File: config.mk
export PLATFORM = sky130hd
export DESIGN_NAME = decode_regread_sb
export DESIGN_NICKNAME = d
export VERILOG_FILES = /design/src/rtl/multicore_pkg.sv /design/src/rtl/regfile_mwp.sv /design/src/rtl/decode_regread_sb.sv
export SDC_FILE = /design/constraint.sdc
export NUM_CORES = 2
export LEC_CHECK = 0
export BUFFER_PORTS_ARGS = -buffer_cell sky130_fd_sc_hd__buf_2
export CORE_ASPECT_RATIO = 0.5
export CORE_MARGIN = 10
export CORE_UTILIZATION = 58
export CTS_BUF_LIST = sky130_fd_sc_hd__clkbuf_4
export CTS_CLUSTER_DIAMETER = 100
export DETAILED_ROUTE_END_ITERATION = 12
export GPL_ROUTABILITY_DRIVEN = 0
export GPL_TIMING_DRIVEN = 0
export PLACE_DENSITY = 0.79
export SYNTH_ARGS = -nofsm -noshare
export SYNTH_HDL_FRONTEND = slang
export SYNTH_SLANG_ARGS = --single-unit
File: constraint.sdc
create_clock -name i_aclk -period 4.8 [get_ports i_aclk]
set_input_delay 1.2 -clock i_aclk [delete_from_list [all_inputs] [get_ports i_aclk]]
set_output_delay 1.2 -clock i_aclk [all_outputs]
set_load 0.1 [all_outputs]
File: src/rtl/multicore_pkg.sv
// Shared pipeline types: opcode encoding, NOOP word and per-opcode register usage.
// Latency: n/a (types and a pure function only).
// Backpressure: n/a.
package multicore_pkg;

  localparam int INST_SIZE = 32;

  // ADDI x0, x0, 0
  localparam logic [INST_SIZE-1:0] NOOP_CODE = 32'h0000_0013;

  typedef enum logic [6:0] {
    LUI      = 7'b0110111,
    AUIPC    = 7'b0010111,
    JAL      = 7'b1101111,
    JALR     = 7'b1100111,
    BRANCHES = 7'b1100011,
    LOADS    = 7'b0000011,
    STORES   = 7'b0100011,
    ALC_I    = 7'b0010011,
    ALC_R    = 7'b0110011,
    SYNCH    = 7'b0001111
  } t_opcode;

  typedef struct packed {
    logic uses_rs1;
    logic uses_rs2;
    logic writes_rd;
  } t_usage;

  // Register usage of an opcode; anything unrecognised behaves like ALC_I.
  // The rd = x0 exception is applied by the caller, which owns the rd field.
  function automatic t_usage opcode_usage(input logic [6:0] op);
    t_usage u;
    u.uses_rs1  = 1'b1;
    u.uses_rs2  = 1'b0;
    u.writes_rd = 1'b1;
    case (op)
      LUI, AUIPC, JAL: u.uses_rs1 = 1'b0;
      ALC_R:           u.uses_rs2 = 1'b1;
      STORES, BRANCHES: begin
        u.uses_rs2  = 1'b1;
        u.writes_rd = 1'b0;
      end
      SYNCH:           u.writes_rd = 1'b0;
      default:         ;
    endcase
    return u;
  endfunction

endpackage

File: src/rtl/regfile_mwp.sv
// Multi-write-port register file with two bypassed combinational read ports.
// Latency: writes land on the next edge; reads see same-cycle write-back data.
// Backpressure: none, every enabled write commits.
module regfile_mwp #(
  parameter int DATA_SIZE    = 32,
  parameter int NUM_REGS     = 32,
  parameter int NUM_WB_PORTS = 2
) (
  input  logic                                              i_aclk,
  input  logic                                              i_areset_n,
  input  logic [NUM_WB_PORTS-1:0]                           i_wb_en,
  input  logic [NUM_WB_PORTS-1:0][$clog2(NUM_REGS)-1:0]     i_wb_addr,
  input  logic [NUM_WB_PORTS-1:0][DATA_SIZE-1:0]            i_wb_data,
  input  logic [$clog2(NUM_REGS)-1:0]                       i_raddr1,
  input  logic [$clog2(NUM_REGS)-1:0]                       i_raddr2,
  output logic [DATA_SIZE-1:0]                              o_rdata1,
  output logic [DATA_SIZE-1:0]                              o_rdata2
);

  localparam int AW = $clog2(NUM_REGS);

  logic [DATA_SIZE-1:0] mem_q [NUM_REGS];
  logic [DATA_SIZE-1:0] mem_d [NUM_REGS];
  logic [AW-1:0]        raddr [2];
  logic [DATA_SIZE-1:0] rdata [2];

  assign raddr[0] = i_raddr1;
  assign raddr[1] = i_raddr2;
  assign o_rdata1 = rdata[0];
  assign o_rdata2 = rdata[1];

  // Apply write-back ports in ascending order so the highest index wins a collision.
  always_comb begin
    mem_d = mem_q;
    for (int p = 0; p < NUM_WB_PORTS; p++) begin
      if (i_wb_en[p] && (i_wb_addr[p] != '0)) begin
        mem_d[i_wb_addr[p]] = i_wb_data[p];
      end
    end
    mem_d[0] = '0;
  end

  // Storage array, cleared on reset.
  always_ff @(posedge i_aclk or negedge i_areset_n) begin
    if (!i_areset_n) begin
      for (int r = 0; r < NUM_REGS; r++) begin
        mem_q[r] <= '0;
      end
    end else begin
      mem_q <= mem_d;
    end
  end

  // Read with bypass: highest-index matching write-back port overrides storage; x0 reads 0.
  always_comb begin
    for (int k = 0; k < 2; k++) begin
      rdata[k] = mem_q[raddr[k]];
      for (int p = 0; p < NUM_WB_PORTS; p++) begin
        if (i_wb_en[p] && (i_wb_addr[p] == raddr[k])) begin
          rdata[k] = i_wb_data[p];
        end
      end
      if (raddr[k] == '0) begin
        rdata[k] = '0;
      end
    end
  end

endmodule

File: src/rtl/decode_regread_sb.sv
// Decode/register-read stage: holds one instruction, reads operands, interlocks on a scoreboard.
// Latency: 1 cycle fetch to o_valid minimum; 1 instruction/cycle throughput.
// Backpressure: o_ready drops while the held instruction cannot leave; o_valid waits on hazards.
module decode_regread_sb
  import multicore_pkg::*;
#(
  parameter int DATA_SIZE    = 32,
  parameter int NUM_REGS     = 32,
  parameter int NUM_WB_PORTS = 2,
  parameter int STALL_CNT_W  = 16
) (
  input  logic                                          i_aclk,
  input  logic                                          i_areset_n,
  input  logic                                          i_valid,
  output logic                                          o_ready,
  input  logic [INST_SIZE-1:0]                          i_instruction,
  input  logic [31:0]                                   i_pc,
  output logic                                          o_valid,
  input  logic                                          i_ready,
  output logic [INST_SIZE-1:0]                          o_instruction,
  output logic [31:0]                                   o_pc,
  output logic [$clog2(NUM_REGS)-1:0]                   o_rs1,
  output logic [$clog2(NUM_REGS)-1:0]                   o_rs2,
  output logic [$clog2(NUM_REGS)-1:0]                   o_rdest,
  output logic [DATA_SIZE-1:0]                          o_rd1,
  output logic [DATA_SIZE-1:0]                          o_rd2,
  input  logic [NUM_WB_PORTS-1:0]                       i_wb_en,
  input  logic [NUM_WB_PORTS-1:0][$clog2(NUM_REGS)-1:0] i_wb_addr,
  input  logic [NUM_WB_PORTS-1:0][DATA_SIZE-1:0]        i_wb_data,
  input  logic                                          i_sb_release_en,
  input  logic [$clog2(NUM_REGS)-1:0]                   i_sb_release_addr,
  input  logic                                          i_flush,
  output logic [STALL_CNT_W-1:0]                        o_stall_cnt
);

  localparam int AW = $clog2(NUM_REGS);

  logic                   held_valid_q, held_valid_d;
  logic [INST_SIZE-1:0]   instr_q, instr_d;
  logic [31:0]            pc_q, pc_d;
  logic [NUM_REGS-1:0]    sb_q, sb_d;
  logic [STALL_CNT_W-1:0] stall_cnt_q, stall_cnt_d;

  logic [NUM_REGS-1:0]    clear_now;
  logic [NUM_REGS-1:0]    busy;
  logic [AW-1:0]          rs1, rs2, rd;
  t_usage                 usage;
  logic                   writes_rd;
  logic                   hazard;
  logic                   fire;
  logic                   capture;

  assign rs1       = instr_q[15 +: AW];
  assign rs2       = instr_q[20 +: AW];
  assign rd        = instr_q[7 +: AW];
  assign usage     = opcode_usage(instr_q[6:0]);
  assign writes_rd = usage.writes_rd & (rd != '0);

  // Registers being written back or released this cycle stop blocking immediately.
  always_comb begin
    clear_now = '0;
    for (int p = 0; p < NUM_WB_PORTS; p++) begin
      if (i_wb_en[p]) begin
        clear_now[i_wb_addr[p]] = 1'b1;
      end
    end
    if (i_sb_release_en) begin
      clear_now[i_sb_release_addr] = 1'b1;
    end
  end

  assign busy   = sb_q & ~clear_now;
  assign hazard = (usage.uses_rs1 & busy[rs1])
                | (usage.uses_rs2 & busy[rs2])
                | (writes_rd      & busy[rd]);

  // o_valid is a function of held state and write-back inputs only, never of i_ready.
  assign o_valid = held_valid_q & ~hazard;
  assign fire    = o_valid & i_ready;
  assign o_ready = ~i_flush & (~held_valid_q | fire);
  assign capture = i_valid & o_ready;

  // Hold register: flush empties it, otherwise capture refills it or fire drains it.
  always_comb begin
    held_valid_d = held_valid_q;
    instr_d      = instr_q;
    pc_d         = pc_q;
    if (i_flush) begin
      held_valid_d = 1'b0;
      instr_d      = NOOP_CODE;
    end else if (capture) begin
      held_valid_d = 1'b1;
      instr_d      = i_instruction;
      pc_d         = i_pc;
    end else if (fire) begin
      held_valid_d = 1'b0;
    end
  end

  // Scoreboard: clears first, then the issuing instruction's rd is claimed; flush wipes all.
  always_comb begin
    sb_d = sb_q & ~clear_now;
    if (fire && writes_rd) begin
      sb_d[rd] = 1'b1;
    end
    if (i_flush) begin
      sb_d = '0;
    end
    sb_d[0] = 1'b0;
  end

  // Saturating count of cycles an instruction is held back by a hazard.
  always_comb begin
    stall_cnt_d = stall_cnt_q;
    if (held_valid_q && !o_valid && !(&stall_cnt_q)) begin
      stall_cnt_d = stall_cnt_q + 1'b1;
    end
  end

  // Stage state registers.
  always_ff @(posedge i_aclk or negedge i_areset_n) begin
    if (!i_areset_n) begin
      held_valid_q <= 1'b0;
      instr_q      <= NOOP_CODE;
      pc_q         <= '0;
      sb_q         <= '0;
      stall_cnt_q  <= '0;
    end else begin
      held_valid_q <= held_valid_d;
      instr_q      <= instr_d;
      pc_q         <= pc_d;
      sb_q         <= sb_d;
      stall_cnt_q  <= stall_cnt_d;
    end
  end

  regfile_mwp #(
    .DATA_SIZE    (DATA_SIZE),
    .NUM_REGS     (NUM_REGS),
    .NUM_WB_PORTS (NUM_WB_PORTS)
  ) u_regfile (
    .i_aclk     (i_aclk),
    .i_areset_n (i_areset_n),
    .i_wb_en    (i_wb_en),
    .i_wb_addr  (i_wb_addr),
    .i_wb_data  (i_wb_data),
    .i_raddr1   (rs1),
    .i_raddr2   (rs2),
    .o_rdata1   (o_rd1),
    .o_rdata2   (o_rd2)
  );

  assign o_instruction = instr_q;
  assign o_pc          = pc_q;
  assign o_rs1         = rs1;
  assign o_rs2         = rs2;
  assign o_rdest       = rd;
  assign o_stall_cnt   = stall_cnt_q;

endmodule
==> flow_metrics.tcl, run 1 <==
set metrics [dict create \
    synth-main-ff-cell "dfrtp_1" \
    start_util 0.585 \
    clockBufferDepth 4 \
    outcome "did not finish" \
    synthAdderAreaFrac 0.000181 \
    yosysWarnings 0 \
    syn_inst 6845 \
    dp.final_hpwl_mm 286 \
    track_usage 0.637 \
    ys_async_sr_fraction 1.00 \
    synth_top_family_by_area "multiplexers" \
    dp.cells 8716 \
    numPortBuffers 270 \
    numCtsBuffers 283 \
    muxShareOfSynthArea 0.278 \
    seq_area_frac_synth 0.400 \
    synth-seq-cells 1104 \
    die_h_um 264 \
    avgSynthCellArea_um2 10.1 \
    die_w_um 508 \
    synth_area_leaders "dfrtp_1 40%, mux4_2 19%, mux2i_1 7.9%" \
    synth_compound_area_frac 0.152 \
    overflow 98 \
    yosysTopAreaCellShare 0.399 \
    cts_root_buf "clkbuf_4" \
    syn_nets 6997 \
    clock-sinks 1104 \
    synth_xor_area_frac 0.00444 \
    synth.distinct_cells 88 \
    io_pins 312 \
    h-tree-depth 5 \
    synth_area_leader_cell "dfrtp_1" \
    error "[ERROR GRT-0232] Routing congestion too high. Check the congestion heatmap in the GUI." \
    syn_area_um2 69000 \
    yosys.area_share.simple 0.116 \
    grt_max_degree 158 \
    flow.stopped_at "global routing (5_1_grt)" \
    synth_edf_count 0 \
    rows 89 \
]
==> metrics by stage <==
stage          utilization  worst slack [ps]  instance area [µm²]
4_1_cts              0.690              -807                81400
2_1_floorplan            -             -62.9                70100
3_5_place_dp         0.624             -2140                73700
3_3_place_gp         0.622            -25350                73400
==> cells in the mapped netlist (7+ instances only) <==
| library cell | n |
|---|---|
| mux2_2 | 36 |
| a21oi_1 | 303 |
| and2_0 | 7 |
| o21ai_0 | 678 |
| a211oi_1 | 66 |
| dfrtp_1 | 1101 |
| and3_1 | 15 |
| nor3b_1 | 7 |
| nor2_1 | 746 |
| mux2i_1 | 547 |
| nand2b_1 | 18 |
| nand4_1 | 13 |
| clkbuf_1 | 647 |
| o2bb2ai_1 | 19 |
| a31oi_1 | 138 |
| nor2b_1 | 8 |
| nand4b_1 | 9 |
| nand3_1 | 26 |
| and2_1 | 20 |
| o22ai_1 | 11 |
| mux2_1 | 29 |
| xnor2_1 | 19 |
| or3_1 | 7 |
| buf_4 | 17 |
| nor4b_1 | 8 |
| buf_2 | 25 |
| xor2_1 | 16 |
| inv_1 | 15 |
| a221oi_1 | 59 |
| a32oi_1 | 78 |
| nand2_1 | 961 |
| mux4_2 | 577 |
| buf_1 | 160 |
| a22o_1 | 62 |
| or4_1 | 7 |
| nor4_1 | 22 |
| o21ai_1 | 7 |
| nor3_1 | 27 |
| a22oi_1 | 226 |
==> per-layer routing <==
metal,GRT overflow,global-route usage
met2,28,0.739
met5,2,0.475
met4,22,0.470
met3,18,0.595
met1,28,0.658
==> logic make-up after synthesis <==
group,Yosys count
mux,1189
fa+ha+maj,1
flops,1104
xor+xnor,35
simple gates,1945
compound gates,1701
buf+inv,870
==> repair_timing <==
action,in CTS
pin swaps,105
hold buffers,1
setup endpoints to repair,66
gates resized for setup,1219
hold endpoints to repair,88
gates cloned,16
setup buffers,67
==> run 2: changes to the inputs <==
Settings changed: CORE_ASPECT_RATIO 0.5 to default, CORE_UTILIZATION 58 to 40, CTS_BUF_LIST sky130_fd_sc_hd__clkbuf_4 to default, CTS_CLUSTER_DIAMETER 100 to default, PLACE_DENSITY 0.79 to default, PLACE_DENSITY_LB_ADDON from default to 0.15.
Clock period 4.8 ns to 6.24 ns, I/O delays scaled along.
==> run 2 against run 1 <==
The flow now finishes, with violations (capacitance limit, slew limit, setup timing). Synthesized area did not move. Synthesized cell count did not move.
==> flow_metrics.tcl, run 2 <==
set metrics [dict create \
    worst_setup_path_end_kind "flip-flop" \
    largest-register "u_regfile.mem_q" \
    firstDrtPassIters 11 \
    hold_ws_ps 481 \
    maxSlewHeadroom -0.168 \
    overflow 0 \
    p_int_uw 17000 \
    power_density_nw_per_um2 351 \
    startpoint_type "primary input" \
    violations "capacitance limit, slew limit, setup timing" \
    grt_max_degree 147 \
    io_pins 312 \
    start_util 0.402 \
    layout_commonest_cell "dfrtp_1" \
    critPathMaxFanout 12 \
    peakVddDrop_v 0.000359 \
    finClkSkew_ps 23.2 \
    setup-tns-final_ps -8590 \
    grt_pass1_wl_mm 533 \
    seq_area_frac_synth 0.400 \
    clockBufferDepth 3 \
    arrival_ps 7470 \
    startpoint "i_wb_addr[4]" \
    synth_area_leaders "dfrtp_1 40%, mux4_2 19%, mux2i_1 7.9%" \
    finalSetupViolCount 59 \
    largest_reg_flops 992 \
    timing.final.hold_violations 0 \
    p_clk_frac 0.295 \
    fmax_mhz 149 \
    syn_inst 6845 \
    synth-seq-cells 1104 \
    clk_pin_slew_ps 60 \
    syn_area_um2 69000 \
    p_leak_uw 0.0325 \
    numCtsBuffers 134 \
    critPathKind "primary input to flip-flop" \
    track_usage 0.403 \
    cts_tree "yes" \
    syn2layout_area_growth_pct 15.5 \
    antenna_found_initial 28 \
    switching_share 0.392 \
    synth-main-ff-cell "dfrtp_1" \
    synth_area_leader_cell "dfrtp_1" \
    crit_required_ps 7010 \
    postRouteWirelength_mm 400 \
    avgSynthCellArea_um2 10.1 \
    dp.final_hpwl_mm 318 \
    rows 152 \
    p_seq_frac 0.376 \
    layout_min_cycle_time_ps 6700 \
    drive_gt1_frac 0.202 \
    yosys.cell_count.top_type "dfrtp_1" \
    worst_skew_pair.late_latency_ps 840 \
    grt_setup_unrepaired "yes" \
    syn_nets 6997 \
    yosysWarnings 0 \
    hp-start "o_pc[19]" \
    clock-sinks 1104 \
    ys_async_sr_fraction 1.00 \
    yosysTopAreaCellShare 0.399 \
    dpl_worst_slack_ps -1710 \
    final_cell_count_no_fill 9695 \
    num_vias 68600 \
    drcViolationCount 0 \
    h-tree-depth 4 \
    die_h_um 435 \
    pwr-share-comb 0.329 \
    routed_via_density 7.08 \
    cap_violations 5 \
    cts_root_buf "clkbuf_16" \
    numPortBuffers 270 \
    outcome "finished, violations left" \
    setup_ws_ps -462 \
    die_area_um2 190000 \
    tightest_slew_ps 1740 \
    die_w_um 435 \
    slew_viol_final 39 \
    rr_startpoint "o_instruction[8]" \
    holdCritPathClass "flip-flop to flip-flop" \
    grt_pass1_vias 63700 \
    wl_per_cell_um 41.3 \
    core_area_um2 172000 \
    final_cell_mix "1,099 x dfrtp_1, 953 x nand2_1, 732 x nor2_1" \
    p_switching_uw 11000 \
    final_nets 7420 \
    fin_crit_sh 1.07 \
    synth_edf_count 0 \
    antenna_left 0 \
    synth.distinct_cells 88 \
    drt_first_iter_violations 13700 \
    dp.cells 9438 \
    synthTopCellsByCount "1,101 x dfrtp_1, 961 x nand2_1, 746 x nor2_1" \
]
run 2: cell counts after synthesis:
Identical to the previous run, type by type.
run 2: layer usage:
metal | global-route usage | vias up | wire, µm
li1 | - | 26100 | -
met1 | 0.471 | 34400 | 136000
met2 | 0.548 | 6518 | 158000
met3 | 0.237 | 1572 | 69800
met4 | 0.278 | 26 | 36400
met5 | 0.0141 | - | 915
run 2: area by class of cell:
class / count / area [µm²]
fillers: 16400 / 91800
multi-input cells: 4871 / 38700
flip-flops and latches: 1104 / 27600
plain buffers: 846 / 3910
clock buffers: 183 / 3780
well taps: 2310 / 2890
repair buffers: 294 / 2020
clock inverters: 52 / 657
inverters: 17 / 63.8
diodes: 18 / 45.0
run 2: per-stage QoR:
step | util | instance area, µm² | power, µW
finish | 0.465 | 79700 | 28000
global route | 0.465 | 79700 | 28400
CTS | 0.462 | 79200 | 27000
detailed placement | 0.431 | 73900 | 18900
global placement | 0.429 | 73500 | 18600
floorplan | - | 69300 | 15500
run 2: what timing repair did:
action / in CTS / in global routing
buffers inserted: 4 / 5
resized for setup: 453 / 161
setup endpoints to repair: 66 / 66
pin swaps: 5 / 5
hold buffers: 0 / 0
run 2: final timing paths:
check                                            end  slack [ps]  depth (start not counted)
worst max-delay path              u_regfile.mem_q[4]        -460                         11
worst min-delay path                        o_pc[19]         480                          1
worst max register to register              sb_q[24]        1880                         11
worst min register to register              o_pc[19]         480                          1
max in group asynchronous       u_regfile.mem_q[696]        2360                          6
min in group asynchronous       u_regfile.mem_q[194]         620                          1
run 2: cell families after synthesis:
logic type,share of synthesized area
compound gates,0.152
xor+xnor,0.00444
fa+ha+maj,0.000181
buf+inv,0.0490
flops,0.400
mux,0.278
simple gates,0.116
run 2: power by group through the flow:
stage / Combinational (µW) / Clock (µW) / Sequential (µW)
finish: 9210 / 8260 / 10500
floorplan: 5150 / 0 / 10400
CTS: 8500 / 8160 / 10400
global route: 9280 / 8450 / 10600
detailed placement: 8410 / 0 / 10400
global placement: 8220 / 0 / 10400
run 2: worst max-delay path: stages:
cell      delay [ps]
buf_2            140
clkbuf_4         270
buf_2            370
nor3_1           220
a21boi_2         560
buf_8            260
clkbuf_1        1190
clkbuf_1        1020
clkbuf_1        1320
a32oi_1          260
a21oi_1          240
(Power assumes the default switching activity.)
